==> src/rtl/alu_share_arbiter_pkg.sv <==
// Shared ALU opcode constants and types for the ALU share arbiter.
// Imported by the arbiter, its round-robin picker and the ALU.
package alu_share_arbiter_pkg;

  localparam int ALU_OP_W   = 4;
  localparam int RSP_DATA_W = 32;

  typedef enum logic [ALU_OP_W-1:0] {
    ALU_ADD  = 4'd0,
    ALU_SUB  = 4'd1,
    ALU_AND  = 4'd2,
    ALU_OR   = 4'd3,
    ALU_XOR  = 4'd4,
    ALU_SLL  = 4'd5,
    ALU_SRL  = 4'd6,
    ALU_SRA  = 4'd7,
    ALU_SLT  = 4'd8,
    ALU_SLTU = 4'd9
  } alu_op_e;

  typedef enum logic {
    SLOT_EMPTY = 1'b0,
    SLOT_FULL  = 1'b1
  } slot_state_e;

endpackage

==> src/rtl/alu.sv <==
// Combinational integer ALU of the core.
// Unknown opcodes yield zero.
module alu
  import alu_share_arbiter_pkg::*;
(
  input  logic [ALU_OP_W-1:0]   op,
  input  logic [RSP_DATA_W-1:0] a,
  input  logic [RSP_DATA_W-1:0] b,
  output logic [RSP_DATA_W-1:0] y
);

  always_comb begin
    y = '0;
    case (op)
      ALU_ADD:  y = a + b;
      ALU_SUB:  y = a - b;
      ALU_AND:  y = a & b;
      ALU_OR:   y = a | b;
      ALU_XOR:  y = a ^ b;
      ALU_SLL:  y = a << b[4:0];
      ALU_SRL:  y = a >> b[4:0];
      ALU_SRA:  y = $signed(a) >>> b[4:0];
      ALU_SLT:  y = {31'b0, $signed(a) < $signed(b)};
      ALU_SLTU: y = {31'b0, a < b};
      default:  y = '0;
    endcase
  end

endmodule

==> src/rtl/alu_share_arbiter_rr_arbiter.sv <==
// Round-robin picker: first set request at or above ptr, with wrap.
// Produces a one-hot grant and its binary index (0 when idle).
module rr_arbiter #(
  parameter int N    = 2,
  parameter int ID_W = 2
) (
  input  logic [N-1:0]    req,
  input  logic [ID_W-1:0] ptr,
  input  logic            en,
  output logic [N-1:0]    gnt,
  output logic [ID_W-1:0] gnt_idx
);

  logic found;

  always_comb begin
    gnt     = '0;
    gnt_idx = '0;
    found   = 1'b0;
    for (int k = 0; k < N; k++) begin
      if (en && !found && req[k] && ID_W'(k) >= ptr) begin
        found   = 1'b1;
        gnt[k]  = 1'b1;
        gnt_idx = ID_W'(k);
      end
    end
    // wrap-around pass below the pointer
    for (int k = 0; k < N; k++) begin
      if (en && !found && req[k] && ID_W'(k) < ptr) begin
        found   = 1'b1;
        gnt[k]  = 1'b1;
        gnt_idx = ID_W'(k);
      end
    end
  end

endmodule

==> src/rtl/alu_share_arbiter.sv <==
// Shares one ALU between NUM_REQ requesters, round-robin,
// with a single registered response slot tagged by winner ID.
module alu_share_arbiter
  import alu_share_arbiter_pkg::*;
#(
  parameter int NUM_REQ = 2,
  parameter int ID_W    = 2
) (
  input  logic                    clk_i,
  input  logic                    rst_i,
  input  logic [NUM_REQ-1:0]      req_valid_i,
  output logic [NUM_REQ-1:0]      req_ready_o,
  input  logic [NUM_REQ*32-1:0]   req_op_a_i,
  input  logic [NUM_REQ*32-1:0]   req_op_b_i,
  input  logic [NUM_REQ*4-1:0]    req_alu_op_i,
  output logic                    rsp_valid_o,
  input  logic                    rsp_ready_i,
  output logic [ID_W-1:0]         rsp_id_o,
  output logic [RSP_DATA_W-1:0]   rsp_data_o
);

  slot_state_e state, state_nxt;
  logic [ID_W-1:0]       rr_ptr;
  logic [ID_W-1:0]       gnt_idx;
  logic [NUM_REQ-1:0]    gnt;
  logic                  can_accept;
  logic                  fire;
  logic [RSP_DATA_W-1:0] op_a, op_b, alu_y;
  logic [ALU_OP_W-1:0]   alu_op;

  assign can_accept = !rst_i &&
    (state == SLOT_EMPTY || rsp_ready_i);
  assign fire = |gnt;
  assign req_ready_o = gnt;

  rr_arbiter #(.N(NUM_REQ), .ID_W(ID_W)) u_rr (
    .req     (req_valid_i),
    .ptr     (rr_ptr),
    .en      (can_accept),
    .gnt     (gnt),
    .gnt_idx (gnt_idx)
  );

  // idle grant index is 0, so the mux falls back to requester 0
  always_comb begin
    op_a   = req_op_a_i[31:0];
    op_b   = req_op_b_i[31:0];
    alu_op = req_alu_op_i[3:0];
    for (int k = 0; k < NUM_REQ; k++) begin
      if (ID_W'(k) == gnt_idx) begin
        op_a   = req_op_a_i[32*k +: 32];
        op_b   = req_op_b_i[32*k +: 32];
        alu_op = req_alu_op_i[4*k +: 4];
      end
    end
  end

  alu u_alu (
    .op (alu_op),
    .a  (op_a),
    .b  (op_b),
    .y  (alu_y)
  );

  always_ff @(posedge clk_i or posedge rst_i) begin
    if (rst_i) state <= SLOT_EMPTY;
    else       state <= state_nxt;
  end

  always_comb begin
    state_nxt = state;
    if (fire)
      state_nxt = SLOT_FULL;
    else if (state == SLOT_FULL && rsp_ready_i)
      state_nxt = SLOT_EMPTY;
  end

  always_comb begin
    rsp_valid_o = (state == SLOT_FULL);
  end

  always_ff @(posedge clk_i or posedge rst_i) begin
    if (rst_i) begin
      rsp_data_o <= '0;
      rsp_id_o   <= '0;
      rr_ptr     <= '0;
    end else if (fire) begin
      rsp_data_o <= alu_y;
      rsp_id_o   <= gnt_idx;
      rr_ptr     <= (gnt_idx == ID_W'(NUM_REQ-1)) ?
                    '0 : gnt_idx + 1'b1;
    end
  end

endmodule

==> config.mk <==
export PLATFORM = sky130hd
export DESIGN_NAME = alu_share_arbiter
export DESIGN_NICKNAME = d
export VERILOG_FILES = /design/src/rtl/alu_share_arbiter_pkg.sv /design/src/rtl/alu.sv /design/src/rtl/alu_share_arbiter_rr_arbiter.sv /design/src/rtl/alu_share_arbiter.sv
export SDC_FILE = /design/constraint.sdc
export NUM_CORES = 1
export LEC_CHECK = 0
export BUFFER_PORTS_ARGS = -buffer_cell sky130_fd_sc_hd__buf_2
export CAP_MARGIN = 0
export CORE_MARGIN = 2
export CORE_UTILIZATION = 40
export DETAILED_ROUTE_END_ITERATION = 16
export SYNTH_ARGS = -nofsm -noshare
export SYNTH_HDL_FRONTEND = slang
export SYNTH_SLANG_ARGS = --single-unit
export TNS_END_PERCENT = 100
==> constraint.sdc <==
create_clock -name clk_i -period 5.8 [get_ports clk_i]
set_input_delay 0.58 -clock clk_i [delete_from_list [all_inputs] [get_ports clk_i]]
set_output_delay 0.58 -clock clk_i [all_outputs]
set_load 0.005 [all_outputs]
# Word-level counts from Yosys, hierarchy flattened

Index checks and enable logic that the tools add are counted.

Input bits: 141
Output and inout port bits: 37
Register bits after elaboration: 37
Word-level logic and storage cells: 68

Order comparisons: 6
Multiplexer cells: 16
Bitwise operators: 4
Reduce and logical (&&, ||, !) cells: 21
Shift-type cells: 3
Add/subtract/negate cells: 3
Equality and inequality tests: 11

Operators with widths:

| operator                                                                           | count |
|---|---|
| 32-bit one-hot mux with 10 select lines                                            | 1 |
| 32-bit < comparator                                                                | 2 |
| 32-bit two-way mux                                                                 | 2 |
| 32-bit adder                                                                       | 1 |
| 32-bit AND                                                                         | 1 |
| 32-bit bitwise OR                                                                  | 1 |
| 32-bit by 5-bit << shifter with 32-bit output                                      | 1 |
| 32-bit by 5-bit >> shifter with 32-bit output                                      | 1 |
| 32-bit by 5-bit >>> shifter with 32-bit output                                     | 1 |
| 32-bit subtractor                                                                  | 1 |
| 32-bit XOR                                                                         | 1 |
| 4-bit by 3-bit equality test with 1-bit output, second input constant              | 4 |
| 1-bit logical AND                                                                  | 13 |
| 1-bit two-way mux                                                                  | 11 |
| 4-bit by 2-bit equality test with 1-bit output, second input constant              | 2 |
| 4-bit equality test, second input constant                                         | 2 |
| 4-bit by 1-bit equality test with 1-bit output, second input constant              | 1 |
| 1-bit by 2-bit greater-or-equal comparator with 1-bit output, first input constant | 2 |
| 1-bit zero test                                                                    | 4 |
| 4-bit zero test                                                                    | 1 |
| 1-bit by 2-bit < comparator with 1-bit output, first input constant                | 2 |
| 4-bit two-way mux                                                                  | 1 |
| 2-bit by 1-bit adder with 2-bit output, second input constant                      | 1 |
| 1-bit by 2-bit equality test with 1-bit output, first input constant               | 1 |
| 6 further kinds                                                                    | 6 |

# Longest topological paths before layout

Gate-level depths: netlist of run 1.

Depth in word-level cells: 25
Depth in mapped cells: 24
Gate-level depth less buffers: 17

# Cells and area by module

From an unflattened synthesis of run 1, not the netlist that was laid out.

Cell total of the unflattened synthesis: 1,380
Area total of the unflattened synthesis: 10,782.8 µm²

Modules (own cells, without submodules):

| module            | instances | area an instance (µm²) | cells an instance | sequential area each (µm²) |
|---|---|---|---|---|
| alu               | 1         | 8,389.3                | 1,212             | 0.0 |
| alu_share_arbiter | 1         | 2,341.0                | 160               | 925.9 |
| rr_arbiter        | 1         | 52.6                   | 8                 | 0.0 |

# Worst setup path after synthesis of run 1

No wires, ideal clock.

Kind: input to register
Start point: input port rst_i
End point: register rsp_data_o[25]
Setup time: 0.126 ns
Slack: 0.291 ns
Buffers on the path: 8
Stages on the path: 23
Data arrival time: 5.383 ns
Data required time: 5.674 ns
Path through: and2b_4 nand3_4 inv_6 buf_6 buf_6 buf_2 buf_2 buf_2 clkbuf_1 clkbuf_1 nand2_1 nand2_1 ha_1 buf_6 or3_4 or4_4 o21a_4 o41ai_4 o41ai_2 o31ai_2 xnor2_1 nor2_1 o32a_1

Longest elaborated chain between the ends: 24
Elaborated cells on any way between the ends: 49
Classes of those cells: 2 x add/sub; 10 x eq/ne; 3 x shift; 13 x mux; 3 x bitwise; 18 x reduce/logical

Ends and longest elaborated chain:

| item                                                           | RTL line                           | text |
|---|---|---|
| start: declaration                                             | alu_share_arbiter.sv:10            | `input logic rst_i,` |
| 1-bit zero test (no line) *                                    | n/a                                |  |
| 1-bit logical AND *                                            | alu_share_arbiter.sv:31            | `assign can_accept = !rst_i &&` |
| 1-bit logical AND (2 in a row)                                 | alu_share_arbiter_rr_arbiter.sv:21 | `if (en && !found && req[k] && ID_W'(k) >= ptr) begin` |
| 1-bit two-way mux                                              | alu_share_arbiter_rr_arbiter.sv:21 |  |
| 1-bit zero test                                                | alu_share_arbiter_rr_arbiter.sv:21 |  |
| 1-bit logical AND (3 in a row)                                 | alu_share_arbiter_rr_arbiter.sv:21 |  |
| 1-bit two-way mux                                              | alu_share_arbiter_rr_arbiter.sv:21 |  |
| 1-bit zero test                                                | alu_share_arbiter_rr_arbiter.sv:29 | `if (en && !found && req[k] && ID_W'(k) < ptr) begin` |
| 1-bit logical AND (3 in a row)                                 | alu_share_arbiter_rr_arbiter.sv:29 |  |
| 1-bit two-way mux                                              | alu_share_arbiter_rr_arbiter.sv:29 |  |
| 1-bit zero test                                                | alu_share_arbiter_rr_arbiter.sv:29 |  |
| 1-bit logical AND (3 in a row)                                 | alu_share_arbiter_rr_arbiter.sv:29 |  |
| 1-bit two-way mux                                              | alu_share_arbiter_rr_arbiter.sv:29 |  |
| 1-bit by 2-bit equality test with 1-bit output                 | alu_share_arbiter.sv:50            | `if (ID_W'(k) == gnt_idx) begin` |
| 32-bit two-way mux / 4-bit two-way mux (equally long branches) | alu_share_arbiter.sv:50            |  |
| 32-bit subtractor, or another cell as far along                | alu.sv:16                          | `ALU_SUB: y = a - b;` |
| 32-bit one-hot mux with 10 select lines                        | alu.sv:14                          | `case (op)` |
| end signal: assignment                                         | alu_share_arbiter.sv:88            | `rsp_data_o <= alu_y;` |
| end: declaration                                               | alu_share_arbiter.sv:19            | `output logic [RSP_DATA_W-1:0] rsp_data_o` |

Every way passes the cells marked *; elsewhere a longest branch is shown, timed or not.
A chain may end at the register's enable or synchronous reset.

# Final worst setup path of run 1

Start point: input port rst_i
End point: register rsp_data_o[20]

Same word-level chain as after synthesis.

==> results.toml, run 1 <==
[grt]
grt_max_degree = 82
grt.total_usage = 0.372
grt_overflow = 0
grt_pass1_vias = 14345
grt_pass1_wl_mm = 95.0
antenna_found_initial = 2

[cts]
cts.repair.resized = 0
cts_root_buffer = "clkbuf_16"
htreeDepth = 2
clk_pin_slew_worst_paths_ns = 0.06
cts_sinks = 35
hold_buffers = 0
clock_path_buffers = 2
cts_setup_buffers = 0
cts_tree = "built"
clk_latency_ns = 0.31
numCtsBuffers = 5

[layout]
drive_above_1_share = 0.167
fin_nets = 2240
layoutNonFillerInstCount = 2445
design_area_um2 = 14200
area_delta_synth_final_pct = 9.28
nFillCells = 3481

[worst_setup_path]
required_ns = 5.99
endpoint = "rsp_data_o[20]$_DFFE_PP0P_"
worstRegToRegCells = 17
cp_slowest_cell = "a311o_1"
path_buf_inv = 5
critPathMaxFanout = 32
worst-path-stages = 19
critical_path_class = "in2reg"
r2r_end = "rsp_data_o[20]$_DFFE_PP0P_"
critPathLaunch = "rst_i"
cp_cell_sequence = "buf_2, and2b_4, nand3_4, inv_6, buf_4, nand2_1, nand2_1, ha_1, inv_2, a2111oi_0, a2111oi_0, buf_4, o31ai_1, o211ai_2, a311o_1, a221oi_1, o22a_1, a21oi_1, o21ba_1"
critical-path-max-stage-delay_ns = 0.45
crit_path_start_kind = "primary input"
end_kind = "register"
arrival_ns = 5.12
rrSetupSlack_ns = 0.94
crit_family = "compound AO/OA/AOI/OAI gates"
reg2reg_from = "rr_ptr[0]$_DFFE_PP0P_"

[timing]
slew_viol_final = 0
fin_crit_ns = 4.92
finalHoldViolCount = 0
max_freq_ghz = 0.203
tightest_slew_ns = 1.01
fin_crit_sh = 0.849
tns_ns = 0
fin_worst_skew_ns = 0.00549
finalSetupViolations = 0
rsz0062_at_grt = "no"
slew_headroom = 0.325
fin_ws_ns = 0.876

[floorplanning]
fp.dieH_um = 184
dieArea_um2 = 34000
rows = 66
start_util = 0.403
core-area_um2 = 32300
pin_count = 178
die_x_um = 184

[yosys]
async_flop_share = 1.00
synth.avg_cell_area_um2 = 6.76
ys_types = 112
ys_warn_count = 0
syn_area_um2 = 13000
synthCells = 1924
yosysSeqAreaShare = 0.0673
synth-edff-count = 0
synth_nets = 2165
ys_ff_latch = 35
synthFlopType = "dfrtp_1"

[route]
postRouteAntennaNets = 0
vias_per_cell = 6.48
drt_iter0_drc = 2023
wire_per_inst_um = 26.4
wl_mm = 64.6
drt-pass1-iter-count = 6
drcViolationCount = 0
num_vias = 15835

[run_status]
status = "finished, final reports clean"

[placement]
place_ws_ns = 0.582
place.port_buffers = 176
globalplace.congestion = 1.01
dpl-instance-area_um2 = 14100
dp.cells = 2434
hpwl_mm = 50.2

[min_path]
hold_path_class = "in2async"

[power_and_ir_drop]
powerDensity_nw_per_um2 = 185
power_leakage_nw = 6.33
peakVddDrop_v = 0.000149

[job]
maxCapViolCount = 0
[cell usage in the layout, fill, tap and decap left out, types with 8 or more instances in the layout]
cell,count
buf_2,176
inv_1,87
o21ai_0,93
o21bai_1,18
mux2i_1,134
o21ai_1,43
nor3_1,33
and3_1,9
nand2b_1,16
nand4_1,9
nand3_1,46
o211ai_1,37
a2111oi_0,11
dfrtp_1,35
mux4_2,11
a221o_1,10
a221oi_1,23
mux2_2,39
a31oi_1,29
nor2b_1,23
o221ai_1,14
buf_4,39
nand2_1,286
a211oi_1,36
a21o_1,11
ha_1,98
or3_1,14
a22oi_1,8
o21a_1,13
xnor2_1,12
a21oi_1,197
inv_2,14
o31ai_1,15
nor2_1,176
o22ai_1,13
[layout make-up]
cell class                      count  area (um2)  area share
Multi-Input combinational cell   1634       11000       0.773
Timing Repair Buffer              218        1230      0.0867
Sequential cell                    35         876      0.0616
Tap cell                          442         553      0.0389
Inverter                          105         399      0.0281
Clock buffer                        8         156      0.0110
Antenna cell                        3        7.51    0.000528
[synth_stat cells, types with 6 or more instances]
library cell / instances / area share
nand2b_1: 16 / 0.0077
o21ai_1: 45 / 0.017
xnor2_1: 12 / 0.0081
nand4_1: 9 / 0.0043
o2111ai_1: 7 / 0.0047
nand3_1: 46 / 0.018
mux2_2: 39 / 0.034
mux2i_1: 137 / 0.11
a211oi_1: 36 / 0.021
o211ai_1: 37 / 0.021
o21a_1: 13 / 0.0075
o31ai_1: 15 / 0.0087
o221ai_1: 14 / 0.0094
ha_1: 98 / 0.094
nor2_1: 176 / 0.051
a221oi_1: 23 / 0.015
a21o_1: 11 / 0.0063
a2111oi_0: 11 / 0.0074
o21ai_0: 93 / 0.036
inv_2: 14 / 0.0040
a221o_1: 10 / 0.0077
clkbuf_1: 71 / 0.020
nand3b_1: 7 / 0.0040
o22ai_1: 13 / 0.0062
a32oi_1: 7 / 0.0047
mux4_2: 11 / 0.019
dfrtp_1: 35 / 0.067
nor3_1: 34 / 0.013
nor2b_1: 23 / 0.011
buf_1: 18 / 0.0052
clkbuf_8: 6 / 0.0063
buf_6: 8 / 0.0069
buf_2: 39 / 0.015
and3_1: 9 / 0.0043
o21bai_1: 18 / 0.010
nand2_1: 288 / 0.083
and2_1: 7 / 0.0034
a31oi_1: 29 / 0.014
inv_1: 87 / 0.025
a21oi_1: 197 / 0.076
a22oi_1: 8 / 0.0046
or3_1: 14 / 0.0067
buf_4: 6 / 0.0035
[cells by family (layout without fill, tap and decap cells)]
group,Yosys count,in the layout,share of synthesized area
other,1,4,0.000288
multiplexers,192,192,0.163
adder cells (fa/ha/maj),100,100,0.0973
AND/OR/NAND/NOR,654,654,0.222
AO/OA/AOI/OAI,674,674,0.349
XOR/XNOR,13,13,0.00875
buffers and inverters,255,331,0.0925
flip-flops,35,35,0.0673
[state kept, by name, indices dropped and copies added (netlist names)]
register	count
rsp_valid_o	1
rsp_id_o	1
rsp_data_o	32
rr_ptr	1
[power by group]
| group | internal (mW) | total, mW | switching (mW) |
|---|---|---|---|
| Clock | 0.184 | 0.315 | 0.132 |
| Combinational | 0.673 | 1.98 | 1.31 |
| Sequential | 0.293 | 0.335 | 0.0416 |
| Total | 1.15 | 2.63 | 1.48 |
[worst reg2reg max path, stage by stage (launching register included)]
cell       delay [ns]
dfrtp_1          0.41
nand2b_2         0.27
nand3_4          0.15
buf_12           0.35
nand2_1          0.12
nand2_1          0.29
ha_1             0.39
inv_2            0.13
a2111oi_0        0.42
a2111oi_0        0.22
buf_4            0.18
o31ai_1          0.27
o211ai_2         0.24
a311o_1          0.45
a221oi_1         0.43
o22a_1           0.19
a21oi_1          0.06
o21ba_1          0.18
[worst min path at each step]
stage	slack, ns	endpoint	depth (start not counted)
2_1_floorplan	0.47	rsp_id_o[0]$_DFFE_PP0P_	2
3_3_place_gp	0.46	rsp_id_o[0]$_DFFE_PP0P_	2
3_5_place_dp	0.46	rsp_id_o[0]$_DFFE_PP0P_	2
4_1_cts	0.45	rsp_id_o[0]$_DFFE_PP0P_	3
5_1_grt	0.50	rr_ptr[0]$_DFFE_PP0P_	3
6_report	0.43	rr_ptr[0]$_DFFE_PP0P_	3
[routing by layer]
layer / global-route usage / vias up / part of all wire
met5: 0 / - / 0
met4: 0.0941 / 0 / 0.024
met3: 0.0500 / 90 / 0.092
met2: 0.560 / 870 / 0.43
met1: 0.553 / 7656 / 0.46
li1: - / 7219 / -
[per-stage QoR]
step | hold WS, ns | utilization | power, mW
2_1_floorplan | 0.469 | - | 1.63
3_3_place_gp | 0.459 | 0.435 | 2.26
3_5_place_dp | 0.464 | 0.435 | 2.26
4_1_cts | 0.448 | 0.440 | 2.59
5_1_grt | 0.501 | 0.440 | 2.79
6_report | 0.426 | 0.440 | 2.63
Note: power is estimated with default switching activity, not from simulation.
==> inputs of run 2 (changes only) <==
==> constraint.sdc (replaced) <==
create_clock -name clk_i -period 4.2 [get_ports clk_i]
set_input_delay 0.42 -clock clk_i [delete_from_list [all_inputs] [get_ports clk_i]]
set_output_delay 0.42 -clock clk_i [all_outputs]
set_load 0.005 [all_outputs]
==> results.toml, run 2 (synthesis results as in run 1) <==
[worst_setup_path]
required_ns = 4.39
end_kind = "register"
critPathMaxFanout = 12
critical_path_class = "reg2reg"
crit_path_start_kind = "register"
arrival_ns = 4.29

[placement]
place_ws_ns = -0.307
hpwl_mm = 56.2
globalplace.congestion = 1.05
place.port_buffers = 176

[timing]
slew_viol_final = 0
tightest_slew_ns = 0.995
fin_ws_ns = 0.102
slew_headroom = 0.334
fin_crit_sh = 0.976
tns_ns = 0
max_freq_ghz = 0.244
finalHoldWorstSlack_ns = 0.384
finalHoldViolCount = 0
fin_crit_ns = 4.10
fin_worst_skew_ns = 0.00316
finalSetupViolations = 0

[cts]
cts_tree = "built"
cts_root_buffer = "clkbuf_16"
clk_pin_slew_worst_paths_ns = 0.06
numCtsBuffers = 5
cts_sinks = 35
hold_buffers = 0
htreeDepth = 2
clk_latency_ns = 0.31
clock_path_buffers = 2

[layout]
regArea_um2 = 876
drive_above_1_share = 0.292
regMostFlops = "rsp_data_o"
area_delta_synth_final_pct = 29.4
final_cell_mix = "buf_4, nand2_1, a21oi_1"
nFillCells = 3295
multi_input_area_um2 = 11400
fin_nets = 2507
layout_commonest_cell = "buf_4"
largest_reg_flops = 32
diodes = 0

[power_and_ir_drop]
powerDensity_nw_per_um2 = 254
peakVddDrop_v = 0.000128
power_leakage_nw = 7.76

[route]
drt-pass1-iter-count = 7
wl_mm = 71.0
drcViolationCount = 0
postRouteAntennaNets = 0
vias_per_cell = 6.35
wire_per_inst_um = 26.2
num_vias = 17195
drt_iter0_drc = 2302

[floorplanning]
core-area_um2 = 32300
start_util = 0.403
die_x_um = 184
fp.dieH_um = 184
dieArea_um2 = 34000
pin_count = 178
rows = 66

[min_path]
hold_path_class = "in2async"

[run_status]
status = "finished, final reports clean"

[grt]
grt_overflow = 0
grt_pass1_vias = 15760
grt.total_usage = 0.404
grt_pass1_wl_mm = 103
antenna_found_initial = 0
grt_max_degree = 62

[job]
maxCapViolCount = 0
[run 2: where the power goes]
part | switching, mW | internal (mW) | total (mW)
combinational | 2.04 | 1.38 | 3.42
sequential | 0.0560 | 0.405 | 0.461
clock | 0.179 | 0.220 | 0.400
total | 2.28 | 2.00 | 4.28
[run 2: final cells by class]
class / count / share of cell area
multi-input combinational: 1634 / 0.678
timing repair buffer: 483 / 0.203
sequential: 35 / 0.0520
tap: 442 / 0.0328
inverter: 105 / 0.0241
clock buffer: 7 / 0.00787
timing repair inverter: 2 / 0.00163
clock inverter: 1 / 0.000297
[run 2: metal layers]
metal	share of wire	global-route usage	wire length [um]
met1	0.44	0.578	31200
met3	0.11	0.0699	7460
met2	0.42	0.608	30100
met5	0	0	0
met4	0.033	0.132	2310
[run 2: repair_timing]
action | in CTS | in global routing
resized for setup | 1 | 93
endpoints found under the setup margin | 3 | 15
pin swaps | 0 | 21
setup buffers | 0 | 15
cloned | 0 | 3
[run 2: worst max-delay path, stage by stage (launching register included)]
cell and delay, ns:
dfrtp_1 0.42, nand2b_4 0.11, nand3_4 0.26, buf_12 0.26, nand2_1 0.07, nand2_1 0.18, ha_4 0.28, or3_4 0.33
or4_4 0.49, o21a_4 0.26, o41ai_4 0.19, buf_4 0.18, o41ai_4 0.10, o31ai_2 0.26, xnor2_1 0.16, nor2_1 0.08
o32a_1 0.33
[run 2: through the flow]
stage	power, mW	instance area (um2)	cells	utilization
final	4.28	16800	2709	0.522
after global routing	4.50	16800	2709	0.522
after CTS	4.03	16200	2691	0.501
after detailed placement	3.60	16000	2683	0.497
after global placement	3.61	16000	2683	0.497
after floorplan	2.27	13100	1924	-
[run 2: worst paths after layout]
| kind | start | endpoint | slack (ns) | cells after the start |
|---|---|---|---|---|
| hold / removal | rst_i | rsp_data_o[1]$_DFFE_PP0P_ | 0.38 | 4 |
| max in group asynchronous | rst_i | rsp_data_o[24]$_DFFE_PP0P_ | 3.39 | 4 |
| min in group clk_i | rsp_id_o[0]$_DFFE_PP0P_ | rsp_id_o[0]$_DFFE_PP0P_ | 0.48 | 2 |
| hold reg to reg | rsp_id_o[0]$_DFFE_PP0P_ | rsp_id_o[0]$_DFFE_PP0P_ | 0.48 | 2 |
| setup / recovery | rsp_valid_o$_DFFE_PP0P_ | rsp_data_o[25]$_DFFE_PP0P_ | 0.10 | 16 |
| setup reg to reg | rsp_valid_o$_DFFE_PP0P_ | rsp_data_o[25]$_DFFE_PP0P_ | 0.10 | 16 |
==> inputs of run 3 (changes only) <==
--- a/config.mk
+++ b/config.mk
@@ -10,6 +10,8 @@
 export CORE_MARGIN = 2
 export CORE_UTILIZATION = 40
 export DETAILED_ROUTE_END_ITERATION = 16
+export MAX_ROUTING_LAYER = met4
+export PLACE_DENSITY = 0.57
 export SYNTH_ARGS = -nofsm -noshare
 export SYNTH_HDL_FRONTEND = slang
 export SYNTH_SLANG_ARGS = --single-unit
==> results.toml, run 3 (synthesis results as in run 1) <==
[floorplanning]
pin_count = 178
die_x_um = 184
dieArea_um2 = 34000
core-area_um2 = 32300
rows = 66
fp.dieH_um = 184
start_util = 0.403

[timing]
fin_ws_ns = 0.145
tightest_slew_ns = 1.04
slew_viol_final = 0
fin_worst_skew_ns = 0.0102
slew_headroom = 0.299
max_freq_ghz = 0.247
finalSetupViolations = 0
fin_crit_sh = 0.966
finalHoldViolCount = 0
fin_crit_ns = 4.06
tns_ns = 0
rsz0062_at_grt = "yes"

[cts]
cts_tree = "built"
numCtsBuffers = 5
cts_sinks = 35
clk_latency_ns = 0.31
cts_root_buffer = "clkbuf_16"
clk_pin_slew_worst_paths_ns = 0.07
hold_buffers = 0
htreeDepth = 2
clock_path_buffers = 2

[route]
num_vias = 16980
wl_mm = 70.3
drt-pass1-iter-count = 6
drcViolationCount = 0
drt_iter0_drc = 2035
wire_per_inst_um = 26.2
vias_per_cell = 6.34
postRouteAntennaNets = 0

[layout]
drive_above_1_share = 0.266
largest_reg_flops = 32
layoutNonFillerInstCount = 2678
area_delta_synth_final_pct = 25.3
layout_commonest_cell = "nand2_1"
design_area_um2 = 16300
regMostFlops = "rsp_data_o"
fin_nets = 2471
final_cell_mix = "nand2_1, buf_4, a21oi_1"

[worst_setup_path]
rrSetupSlack_ns = 0.14
crit_family = "simple AND/OR/NAND/NOR gates"
cp_cell_sequence = "nand2b_2, nand3_4, clkinv_8, buf_12, nand2_1, nand2_1, ha_1, or3_4, or3_4, nor3_2, nand2b_1, o211ai_4, a311oi_4, o31ai_4, buf_4, a21oi_2, a21o_1, a311o_1"
critPathMaxFanout = 8
critical_path_class = "reg2reg"
crit_path_start_kind = "register"
path_buf_inv = 3
required_ns = 4.40
r2r_end = "rsp_data_o[28]$_DFFE_PP0P_"
end_kind = "register"
worstRegToRegCells = 18
critical-path-max-stage-delay_ns = 0.39
arrival_ns = 4.26
reg2reg_from = "rr_ptr[0]$_DFFE_PP0P_"
cp_slowest_cell = "dfrtp_1"

[job]
maxCapViolCount = 0

[grt]
grt.total_usage = 0.413
antenna_found_initial = 2
grt_pass1_wl_mm = 102
grt_max_degree = 62
grt_overflow = 0
grt_pass1_vias = 15604

[run_status]
status = "finished, final reports clean"

[power_and_ir_drop]
peakVddDrop_v = 0.000314
power_leakage_nw = 7.52
powerDensity_nw_per_um2 = 256
total_power_mw = 4.18

[placement]
place_ws_ns = -0.658
dpl-instance-area_um2 = 15900
globalplace.congestion = 1.04
place.port_buffers = 176
hpwl_mm = 56.0
dp.cells = 2662

[min_path]
hold_path_class = "in2async"
## run 3: cell count changes in the layout (fill, tap and decap cells not counted), sizes merged
cell and change:
buf -34, diode +5, clkinv -2
## run 3: how the worst max path moves through the flow
stage                                       start  cells past startpoint  slack [ns]                         end
after global placement                      rst_i                     18       -0.52  rsp_data_o[27]$_DFFE_PP0P_
after floorplan                             rst_i                     23       -0.53  rsp_data_o[25]$_DFFE_PP0P_
after detailed placement                    rst_i                     18       -0.66  rsp_data_o[28]$_DFFE_PP0P_
after CTS                 rsp_valid_o$_DFFE_PP0P_                     17        0.06  rsp_data_o[27]$_DFFE_PP0P_
after global routing        rr_ptr[0]$_DFFE_PP0P_                     20      -0.009  rsp_data_o[31]$_DFFE_PP0P_
final                       rr_ptr[0]$_DFFE_PP0P_                     18        0.14  rsp_data_o[28]$_DFFE_PP0P_
## run 3: what timing repair did
action,in CTS,in global routing
gates resized for setup,4,36
cloned,0,1
setup buffers,0,2
pin swaps,0,7
endpoints found under the setup margin,12,19
## run 3: power breakdown
part / internal (mW) / leakage [nW] / switching [mW]
clock: 0.254 / 0.0772 / 0.183
sequential: 0.405 / 0.445 / 0.0543
combinational: 1.30 / 7.00 / 1.99
total: 1.95 / 7.52 / 2.23
## run 3: area by class of cell
type / instances / area, um2
Antenna cell: 5 / 12.5
Clock buffer: 8 / 156
Fill cell: 3310 / 16000
Inverter: 105 / 407
Multi-Input combinational cell: 1634 / 11200
Sequential cell: 35 / 876
Tap cell: 442 / 553
Timing Repair Buffer: 448 / 3090
Timing Repair inverter: 1 / 8.76
## run 3: tightest hold or removal path, cell delays in order
cell and delay [ns]:
buf_2 0.12, inv_1 0.05, buf_4 0.47
## run 3: stage by stage
| stage | utilization | hold WS [ns] |
|---|---|---|
| 2_1_floorplan | - | 0.469 |
| 3_3_place_gp | 0.493 | 0.456 |
| 3_5_place_dp | 0.493 | 0.462 |
| 4_1_cts | 0.499 | 0.318 |
| 5_1_grt | 0.505 | 0.348 |
| 6_report | 0.505 | 0.292 |
## run 3: per-layer routing
| layer | global-route usage | part of all wire |
|---|---|---|
| met5 | - | 0 |
| met1 | 0.566 | 0.44 |
| met3 | 0.0883 | 0.10 |
| met2 | 0.603 | 0.42 |
| met4 | 0.128 | 0.032 |
